--- config.mk ---
export PLATFORM = sky130hd
export DESIGN_NAME = shift_cmd_seq
export DESIGN_NICKNAME = d
export VERILOG_FILES = /design/src/rtl/shift_cmd_seq.sv
export SDC_FILE = /design/constraint.sdc
export NUM_CORES = 1
export LEC_CHECK = 0
export CAP_MARGIN = 25
export CORE_MARGIN = 3
export CORE_UTILIZATION = 32
export CTS_BUF_LIST = sky130_fd_sc_hd__clkbuf_8
export CTS_CLUSTER_SIZE = 20
export DETAILED_ROUTE_END_ITERATION = 10
export PLACE_DENSITY = 0.68
export SYNTH_ARGS = -nofsm -noshare
export SYNTH_HDL_FRONTEND = slang
export SYNTH_SLANG_ARGS = --single-unit
--- constraint.sdc ---
create_clock -name clk -period 1.73 [get_ports clk]
set_clock_uncertainty 0.05 [all_clocks]
set_input_delay 0.346 -clock clk [delete_from_list [all_inputs] [get_ports clk]]
set_output_delay 0.346 -clock clk [all_outputs]
set_load 0.05 [all_outputs]
--- src/rtl/shift_cmd_seq.sv ---
// Command sequencer for a universal shift register: accepts a word over valid/ready,
// issues one parallel load, up to W serial shifts from ser_in, then hold with a done pulse.
module shift_cmd_seq #(
   parameter int W     = 8,
   parameter int CNT_W = $clog2(W + 1)
) (
   input  logic             clk,
   input  logic             rst_n,
   input  logic             cmd_valid,
   output logic             cmd_ready,
   input  logic [W-1:0]     cmd_data,
   input  logic             cmd_dir,
   input  logic [CNT_W-1:0] cmd_len,
   input  logic             ser_in,
   output logic [1:0]       cntrl,
   output logic [W-1:0]     d_in,
   output logic             busy,
   output logic             done
);

   typedef enum logic [1:0] {
      ST_IDLE  = 2'd0,
      ST_LOAD  = 2'd1,
      ST_SHIFT = 2'd2,
      ST_DONE  = 2'd3
   } state_t;

   localparam logic [CNT_W-1:0] LEN_MAX = CNT_W'(W);

   state_t           state_r;
   state_t           state_nxt_s;
   logic [W-1:0]     data_r;
   logic             dir_r;
   logic [CNT_W-1:0] remaining_r;
   logic [CNT_W-1:0] len_clamp_s;
   logic             accept_s;

   // Oversized lengths clamp to a full-width shift so the counter never exceeds W
   assign len_clamp_s = (cmd_len > LEN_MAX) ? LEN_MAX : cmd_len;
   assign accept_s    = cmd_valid && (state_r == ST_IDLE);

   // State register, captured command and remaining-shift counter
   always_ff @(posedge clk) begin
      if (!rst_n) begin
         state_r     <= ST_IDLE;
         data_r      <= {W{1'b0}};
         dir_r       <= 1'b0;
         remaining_r <= {CNT_W{1'b0}};
      end else begin
         state_r <= state_nxt_s;
         if (accept_s) begin
            data_r      <= cmd_data;
            dir_r       <= cmd_dir;
            remaining_r <= len_clamp_s;
         end else if (state_r == ST_SHIFT) begin
            remaining_r <= remaining_r - CNT_W'(1);
         end else begin
            remaining_r <= remaining_r;
         end
      end
   end

   // Next-state decode
   always_comb begin
      state_nxt_s = state_r;
      case (state_r)
         ST_IDLE: begin
            if (accept_s) begin
               state_nxt_s = ST_LOAD;
            end else begin
               state_nxt_s = ST_IDLE;
            end
         end
         ST_LOAD: begin
            if (remaining_r == {CNT_W{1'b0}}) begin
               state_nxt_s = ST_DONE;
            end else begin
               state_nxt_s = ST_SHIFT;
            end
         end
         ST_SHIFT: begin
            if (remaining_r == CNT_W'(1)) begin
               state_nxt_s = ST_DONE;
            end else begin
               state_nxt_s = ST_SHIFT;
            end
         end
         ST_DONE:  state_nxt_s = ST_IDLE;
         default:  state_nxt_s = ST_IDLE;
      endcase
   end

   // Output decode; in SHIFT the serial bit is steered to the entry end of the register
   always_comb begin
      cntrl     = 2'b00;
      d_in      = {W{1'b0}};
      cmd_ready = 1'b0;
      busy      = 1'b0;
      done      = 1'b0;
      case (state_r)
         ST_IDLE: begin
            cmd_ready = 1'b1;
         end
         ST_LOAD: begin
            cntrl = 2'b11;
            d_in  = data_r;
            busy  = 1'b1;
         end
         ST_SHIFT: begin
            busy = 1'b1;
            if (dir_r) begin
               cntrl = 2'b10;
               d_in  = {ser_in, {(W-1){1'b0}}};
            end else begin
               cntrl = 2'b01;
               d_in  = {{(W-1){1'b0}}, ser_in};
            end
         end
         ST_DONE: begin
            busy = 1'b1;
            done = 1'b1;
         end
         default: begin
            cmd_ready = 1'b0;
         end
      endcase
   end

endmodule

# [Word-level counts from Yosys, hierarchy flattened]
# Cells that the tools add are included.
[word_totals] regBits=15 input_bits=17 out_inout_bits=13 elab_cells=29
[op_classes] n_addsub=1 n_lt_le_gt_ge=1 eq_ne=4 muxes=14 n_reduce_logical=5
[ops] cell="case mux 8 bit (2 select lines)" count=1
[ops] cell="two-way mux 4 bit" count=3
[ops] cell="two-way mux 8 bit" count=1
[ops] cell="case mux 2 bit (4 select lines)" count=1
[ops] cell="two-way mux 1 bit" count=6
[ops] cell="equality test 2 bit (second input constant)" count=2
[ops] cell="equality test 4 x 1 -> 1 bit (second input constant)" count=1
[ops] cell="greater-than comparator 4 bit (second input constant)" count=1
[ops] cell="logical NOT 4 bit" count=1
[ops] cell="case mux 2 bit (2 select lines)" count=1
[ops] cell="subtractor 4 x 1 -> 4 bit (second input constant)" count=1
[ops] cell="OR reduction 3 bit" count=1
[ops] cell="equality test 2 x 1 -> 1 bit (second input constant)" count=1
[ops] cell="logical NOT 2 bit" count=1
[ops] cell="two-way mux 2 bit" count=1
[ops] cell="nonzero test 2 bit" count=1
[ops] cell="logical AND 1 bit" count=1

# [Longest topological paths before layout]
[depth] word_depth=4 ltp_mapped=6 ltp_nobuf=5

# [Least setup slack after synthesis]
# Ideal clock, no wire load.
[synth_path] path_kind="register -> output" startpoint="register state_r[0]" endpoint="output cntrl[1]" arrival_ps=1674 t_required_ps=1334 slack_ps=-340 path_stages_with_launch=5 n_path_buf=1 cell_sequence="dfxtp_1 -> inv_1 -> ha_1 -> clkbuf_1 -> nor2b_1"
[synth_between] elab_chain_len=2 elab_cells_between_ends=3 classes_between="2 x eq/ne; 1 x mux"
[synth_rtl] item="start, declared" line_no="30" text="state_t state_r;"
[synth_rtl] item="start signal, assigned" line_no="50" text="state_r <= state_nxt_s;"
[synth_rtl] item="equality test 2 bit or equality test 2 x 1 -> 1 bit (tied branches)" line_no="100" text="case (state_r)"
[synth_rtl] item="case mux 2 bit (2 select lines) *" line_no="100"
[synth_rtl] item="end, declared" line_no="15" text="output logic [1:0] cntrl,"
# Mark *: on every way between the ends. The rest lies on a longest branch, timed or not.

# [Worst setup path in the final report]
[layout_path] startpoint="register state_r[0]" endpoint="output d_in[0]"
[layout_between] elab_chain_len=2 elab_cells_between_ends=3 classes_between="2 x eq/ne; 1 x mux"
[layout_rtl] item="equality test 2 bit or equality test 2 x 1 -> 1 bit (tied branches)" line_no="100"
[layout_rtl] item="case mux 8 bit (2 select lines) *" line_no="100"
[layout_rtl] item="end, declared" line_no="16" text="output logic [W-1:0] d_in,"
# Marks and branches as above.

==> flow_summary.json <==
{
  "core_sq_um": 2520,
  "ios": 30,
  "grt_start_max_net_pins": 16,
  "drtPass1Iterations": 4,
  "netlist_instances": 102,
  "num_rows": 18,
  "synth_most_common_cell": "nand2_1",
  "async_flop_share_pct": 0,
  "path_max_fanout": 4,
  "cts_buffers": 3,
  "crit_family": "flip-flops",
  "ys.flop_type": "dfxtp_1",
  "p_switching_uw": 452,
  "r2r-start": "state_r[1]",
  "crit_buf_inv": 2,
  "yosysUniqueCellTypes": 22,
  "leakagePower_uw": 0.000588,
  "drv_cap": 0,
  "diodes": 0,
  "hold_path_class": "reg -> reg",
  "placed_area_sq_um": 1350,
  "fin_ws_ps": -14.7,
  "critical_path.slowest_cell": "dfxtp_1",
  "insertion_delay_ps": 240,
  "grt_pass1_vias": 868,
  "dp_hpwl_um": 1500,
  "place_inst": 162,
  "ir_drop_v": 0.000515,
  "routedWlPerCell_um": 12.4,
  "vias_per_cell": 4.76,
  "r2r_end": "dir_r",
  "dr_total_vias": 795,
  "tightest_slew_ps": 468,
  "relSlewSlack_pct": 68.7,
  "drt-total-wl_um": 2060,
  "antenna_found_initial": 0,
  "final.setup.tns_ps": -25.7,
  "comb_power_share_pct": 46.2,
  "critPathArrivalTime_ps": 1350,
  "pwr_density_cell_nw_per_um2": 871,
  "synth_top_cell_by_area": "dfxtp_1",
  "postSynthAreaPerCell_sq_um": 8.40,
  "grt_overflow": 0,
  "finalHoldViolCount": 0,
  "cp.required_ps": 1330,
  "syn_to_final_growth_pct": 73.3,
  "io_buffers": 29,
  "setup_viol": 3,
  "ff2ff_path_depth": 7,
  "syn-num-nets": 129,
  "finalNetCount": 165,
  "synth_top_cell_area_share_pct": 35.0,
  "fin_cells": 167,
  "critical_path_class": "reg -> out",
  "die_area_sq_um": 3340,
  "seq_area_frac_synth_pct": 35.0,
  "p_int_uw": 841,
  "cts_max_level": 1,
  "synth-seq-cells": 15,
  "die_x_um": 57.8,
  "grt_pass1_wl_um": 3520,
  "rsz0062_at_grt": "yes",
  "rrSetupSlack_ps": 200,
  "dp_slack_ps": -11.3,
  "root_buffer": "clkbuf_8",
  "syn_area_sq_um": 857,
  "die-height_um": 57.8,
  "cts_hold_buf": 0,
  "clock_power_share_pct": 20.8,
  "gp_congestion": 0.741,
  "switching_share_pct": 35.0,
  "cts_sinks": 15,
  "max_clock_freq_mhz": 573,
  "holdPathEnd": "data_r[0]",
  "num-fill-cells": 238,
  "status": "complete, but fails checks",
  "finish.instance_area_sq_um": 1490,
  "min_period_ps": 1740,
  "grt_use_total_pct": 13.2,
  "max_stage_delay_ps": 310,
  "yosys-top-cells-count": "nand2_1, dfxtp_1, a21boi_1, ha_1, and3_1",
  "drv_slew": 0,
  "synth_edf_count": 0,
  "hold_depth": 2,
  "seqPwrFrac_pct": 33.0,
  "synthTopCellsByArea": "dfxtp_1, ha_1, nand2_1",
  "antenna_left": 0,
  "finalCritPeriodShare_pct": 101,
  "path_cells": "inv_2 -> ha_2 -> nand2_1 -> o21ai_1 -> and2_4 -> buf_12",
  "min_from": "data_r[0]",
  "yosysWarnings": 0,
  "cp-start-kind": "flop",
  "drc": 0,
  "drt-initial-drc-count": 7,
  "drive_gt1_share_pct": 32.1,
  "p_total_uw": 1290,
  "violations": "setup timing",
  "clk_pin_slew_ps": 60,
  "start_util_pct": 34.0,
  "endpoint_kind": "output pin",
  "cts_tree": "built",
  "clockBufferDepth": 2
}
## kinds of logic (layout without fill, tap and decap cells)
group / count (synthesis) / after routing / synth area share (%)
fa+ha+maj: 10 / 10 / 14.6
simple gates: 42 / 42 / 24.7
buf+inv: 10 / 45 / 4.67
flops: 15 / 15 / 35.0
xor+xnor: 3 / 3 / 3.07
compound gates: 22 / 22 / 18.0
## cells in the final DEF (no fill, tap or decap), types with 2 or more instances in the layout
cell type / netlist / routed
a21boi_1: 11 / 11
a21oi_1: 3 / 3
and3_4: 0 / 6
buf_12: 0 / 13
buf_4: 0 / 6
clkbuf_8: 0 / 3
clkdlybuf4s50_1: 0 / 16
dfxtp_1: 15 / 14
ha_1: 10 / 5
ha_2: 0 / 2
ha_4: 0 / 3
inv_1: 6 / 5
inv_2: 0 / 2
nand2_1: 25 / 24
nor2b_1: 4 / 2
o21ai_1: 2 / 3
xnor2_1: 2 / 2
## what timing repair did
| action | 4_1_cts | 5_1_grt |
|---|---|---|
| pin swaps | 1 | 1 |
| endpoints found under the hold margin | 0 | 0 |
| gates resized for setup | 16 | 7 |
| endpoints found under the setup margin | 10 | 14 |
| setup buffers | 0 | 1 |
## cell type report
| class | count | area, sq um | share of cell area (%) |
|---|---|---|---|
| inverter | 6 | 22.5 | 1.52 |
| sequential | 15 | 302 | 20.3 |
| clock buffer | 3 | 41.3 | 2.78 |
| multi-input combinational | 77 | 613 | 41.3 |
| tap | 30 | 37.5 | 2.53 |
| timing repair buffer | 35 | 465 | 31.3 |
| clock inverter | 1 | 3.75 | 0.253 |
## through the flow
stage                     util, %  hold slack (ps)
after floorplan                 -              380
after global placement       53.4              388
after detailed placement     53.4              395
after CTS                    57.3              407
after global routing         58.9              432
final                        58.9              408
## registers in the layout, summed over array words and instances, names as in the netlist
| name | count |
|---|---|
| data_r | 8 |
| state_r | 2 |
| dir_r | 1 |
| remaining_r | 4 |
## worst max-delay path by stage
stage	from	endpoint	slack, ps	cells past startpoint
floorplan	state_r[0]	cntrl[1]	-100	4
global placement	ser_in	d_in[0]	40	5
detailed placement	ser_in	d_in[0]	-10	5
CTS	state_r[1]	cntrl[0]	-20	5
global route	state_r[0]	d_in[0]	-80	6
finish	state_r[0]	d_in[0]	-10	6
## worst register-to-register path: stages (launching register included)
cell	delay, ps
dfxtp_2	320
inv_2	100
buf_4	140
ha_1	270
and2_2	230
buf_4	170
nand2_1	70
a21boi_1	110
## per-layer routing
metal / GRT usage (%) / routed length, um / up-vias
li1: - / - / 408
met4: 4.30 / 0 / 0
met3: 2.90 / 126 / 0
met5: 0 / 0 / -
met1: 16.4 / 886 / 365
met2: 22.4 / 1050 / 22
## power groups by stage
| stage | Combinational, uW | Clock (uW) | Sequential, uW |
|---|---|---|---|
| after CTS | 575 | 279 | 426 |
| after global routing | 647 | 297 | 434 |
| after floorplan | 310 | 0 | 426 |
| after detailed placement | 530 | 0 | 430 |
| after global placement | 523 | 0 | 429 |
| final | 597 | 269 | 427 |
No activity file was read; power rests on OpenSTA's default activity.
==> variant 1: new RTL, config.mk and constraints unchanged <==
Register the output `cntrl`, cleared by the reset; this adds one clock of latency there. The other outputs are not delayed to match.
--- a/src/rtl/shift_cmd_seq.sv
+++ b/src/rtl/shift_cmd_seq.sv
@@ -27,4 +27,6 @@
 
    localparam logic [CNT_W-1:0] LEN_MAX = CNT_W'(W);
+
+   logic [1:0] cntrl_d;
 
    state_t           state_r;
@@ -93,5 +95,5 @@
    // Output decode; in SHIFT the serial bit is steered to the entry end of the register
    always_comb begin
-      cntrl     = 2'b00;
+      cntrl_d   = 2'b00;
       d_in      = {W{1'b0}};
       cmd_ready = 1'b0;
@@ -103,5 +105,5 @@
          end
          ST_LOAD: begin
-            cntrl = 2'b11;
+            cntrl_d = 2'b11;
             d_in  = data_r;
             busy  = 1'b1;
@@ -110,8 +112,8 @@
             busy = 1'b1;
             if (dir_r) begin
-               cntrl = 2'b10;
+               cntrl_d = 2'b10;
                d_in  = {ser_in, {(W-1){1'b0}}};
             end else begin
-               cntrl = 2'b01;
+               cntrl_d = 2'b01;
                d_in  = {{(W-1){1'b0}}, ser_in};
             end
@@ -127,4 +129,12 @@
    end
 
+   always_ff @(posedge clk) begin
+      if (!rst_n) begin
+         cntrl <= '0;
+      end else begin
+         cntrl <= cntrl_d;
+      end
+   end
+
 endmodule
 
Formal check against the unedited RTL: not equivalent (Yosys sat finds a counterexample within 4 cycles, from zero or initial values and one cycle with rst_n low).
==> variant 1 against the unedited design <==
The flow still finishes with violations (setup timing); highest routed layer is now met4; maximum frequency is 2.4% lower; sequential cell count is 2 higher; synthesized area rose by 3.2%; largest cell class unchanged; wire length grew 7.3%; sequential power grew 9.1%; critical path type unchanged; setup slack worse by 0.043 ns; power decreased by 8.3%; final area increased by 1.6%; via count grew 1.3%; count of clock-buffer cells in the layout stayed put.
==> variant 1: results (changes against the unedited design) <==
violated checks: setup timing
leakage power figure: 0.6024 nW (+2.5%)
result of the run: complete, but fails checks
number of vias per cell after detailed routing: 4.763 (about the same)
delay of the slowest critical-path stage: 0.38 ns (+0.07 ns)
worst-path maximum fanout: 5 (+1)
number of DRC markers in iteration 0: 6 (-1)
Largest regs: data_r (8), remaining_r (4)
count of endpoints failing setup in the final report: 8 (+5)
filler cell count in the final layout: 219 (-8.0%)
overall routing resource usage: 0.1426 (+0.01086)
setup ws final: -0.05799 ns (-0.04333 ns)
vias in the first global route: 800 (-7.8%)
Syn Nets: 128 (-0.78%)
Rel. slew slack: 0.7928 (+0.1060)
sequential share of the synthesized area: 0.3847 (+0.03436)
routability congestion estimate from global placement: 0.7492 (+1.1%)
Worst Path Arrival: 1.39 ns (+0.04 ns)
destination of the worst register-to-register timing path: state_r[0]
worst reg-to-reg setup slack: 0.28 ns (+0.08 ns)
hpwl dp: 1616 µm (+7.4%)
standard cell with the maximum stage delay on the critical path: dfxtp_4
first-pass GRT wire length: 3719 µm (+5.7%)
share of post-route cells with drive strength above 1: 0.2950 (-0.02620)
Mean Syn Cell Area: 8.673 µm² (+3.2%)
cells taking the most area after synthesis: dfxtp_1 (38%), ha_1 (13%), nand2_1 (9.8%), a21boi_0 (5.9%), and3_1 (5.0%)
==> variant 1: how the worst min path moves through the flow <==
stage	start	to	slack, ns	cells after the start
detailed placement	data_r[1]	data_r[1]	0.39	2
CTS	data_r[1]	data_r[1]	0.41	2
floorplan	data_r[1]	data_r[1]	0.38	2
finish	data_r[1]	data_r[1]	0.40	2
global route	data_r[1]	data_r[1]	0.43	2
global placement	data_r[1]	data_r[1]	0.39	2
==> variant 1: worst reg2reg max path, stage by stage, from the launching register on <==
cell,delay [ns]
dfxtp_4,0.38
buf_4,0.12
ha_1,0.31
a22oi_1,0.13
nor4_1,0.26
o21a_1,0.15
==> variant 1: cell families after synthesis <==
family                     count (synthesis)  synth area share
adders and majority gates                  9            0.1273
xor gates and xnor gates                   3           0.02971
AOI/OAI and AO/OA                         22            0.1712
buffers and inverters                     12           0.06081
DFF                                       17            0.3847
and+or+nand+nor                           39            0.2263
==> variant 1: layout make-up <==
type                    instances  area, µm²  area share
well taps                      30      37.54     0.02488
inverters                       8      35.03     0.02322
multi-input cells              73      570.5      0.3781
flip-flops and latches         17      345.3      0.2289
repair buffers                 37      475.5      0.3151
clock inverters                 1      3.754    0.002488
clock buffers                   3      41.29     0.02736
==> variant 1: what timing repair did <==
action | CTS | global route
setup endpoints to repair | 8 | 8
pin swaps | 4 | 0
setup buffers | 3 | 0
gates cloned | 0 | 0
gates resized for setup | 25 | 0
==> variant 1: through the flow <==
stage	power, mW	hold WS (ns)	utilization	setup WS [ns]	cell area [µm²]
after floorplan	0.6679	0.3806	-	0.01563	887.1
after global placement	0.8091	0.3877	0.5241	0.004622	1334
after detailed placement	0.8206	0.3904	0.5241	-0.02737	1334
after CTS	1.191	0.4055	0.5929	-0.05714	1509
after global routing	1.246	0.4266	0.5929	-0.1067	1509
final	1.185	0.4038	0.5929	-0.05799	1509
==> variant 1: power breakdown <==
group          internal [mW]  total [mW]  switching, mW
Combinational          0.223       0.429          0.207
Sequential             0.430       0.466         0.0358
Clock                  0.157       0.290          0.133
Total                  0.810        1.19          0.375
==> variant 1: layer usage <==
metal,part of all wire,track usage,up-vias
met1,0.41,0.1647,363
met4,0.0036,0.03883,0
met2,0.51,0.2456,27
met5,0,0,-
li1,-,-,413
met3,0.075,0.05482,2
==> variant 2: new RTL, same flow settings <==
Made on the original files. `W`: 8 -> 4.
--- a/src/rtl/shift_cmd_seq.sv
+++ b/src/rtl/shift_cmd_seq.sv
@@ -2,5 +2,5 @@
 // issues one parallel load, up to W serial shifts from ser_in, then hold with a done pulse.
 module shift_cmd_seq #(
-   parameter int W     = 8,
+   parameter int W     = 4,
    parameter int CNT_W = $clog2(W + 1)
 ) (
Interface: changed (resized cmd_data, cmd_len and d_in); port bits go from 30 to 21. The function was not compared with the original's and may differ.
==> variant 2 against the unedited design <==
Die area is 26% lower; power is 19% lower; wire length is 31% lower; setup slack better by 0.022 ns; sequential cell count is 5 lower; synthesized area is 28% lower; critical path type unchanged; largest power group unchanged; register-to-register slack better by 0.13 ns; final area is 28% lower.
==> variant 2: results (changes against the unedited design) <==
timing endpoint of the critical path: cntrl[0]
clock group total power: 0.238 mW (-12%)
pin count of the biggest net entering global routing: 11 (-5)
worst reg-to-reg setup slack: 0.33 ns (+0.13 ns)
Worst Tran Pin Value: 0.2813 ns (-0.1872 ns)
Syn Nets: 95 (-26%)
commonest cells in the netlist: nand2_1 (17), dfxtp_1 (10), ha_1 (10)
start point of the worst min-delay path: data_r[2]
top layer used by detailed routing: met4
first-pass GRT wire length: 2332 µm (-34%)
Largest regs: data_r (4), remaining_r (3), state_r (2)
vias in the first global route: 556 (-36%)
Port Buffers: 20 (-31%)
worst ir drop on vdd: 0.0006086 V (+18%)
share of post-route cells with drive strength above 1: 0.2857 (-0.03545)
Sw Ratio: 0.3589 (+0.009261)
destination of the worst register-to-register timing path: remaining_r[2]
sequential share of the synthesized area: 0.3265 (-0.02383)
final net count: 122 (-26%)
routability congestion estimate from global placement: 0.6340 (-14%)
overall routing resource usage: 0.1260 (-0.005713)
number of DRC markers in iteration 0: 3 (-4)
result of the run: finished, final reports clean
hpwl dp: 1063 µm (-29%)
adder and majority cell fraction of the synthesized area: 0.2041 (+0.05810)
variant 2: per-stage QoR:
step	TNS (ns)	cells
finish	0	123
global route	-0.07690	123
CTS	-0.02355	123
detailed placement	-0.0002692	119
global placement	0	119
floorplan	0	73
variant 2: cells by family after synthesis:
family                     after synthesis
AOI/OAI and AO/OA                       16
xor gates and xnor gates                 2
adders and majority gates               10
buffers and inverters                    7
DFF                                     10
and+or+nand+nor                         28
variant 2: final cells by class:
cell class / instances / area (µm²) / share of cell area
repair buffers: 23 / 316.6 / 0.2945
well taps: 25 / 31.28 / 0.02910
flip-flops and latches: 10 / 207.7 / 0.1932
clock buffers: 3 / 41.29 / 0.03842
multi-input cells: 56 / 447.9 / 0.4168
inverters: 6 / 30.03 / 0.02794
variant 2: timing repair:
action / 4_1_cts / 5_1_grt
buffers inserted: 1 / 0
pin swaps: 3 / 2
setup endpoints to repair: 6 / 4
hold buffers: 0 / 0
gates resized for setup: 14 / 7
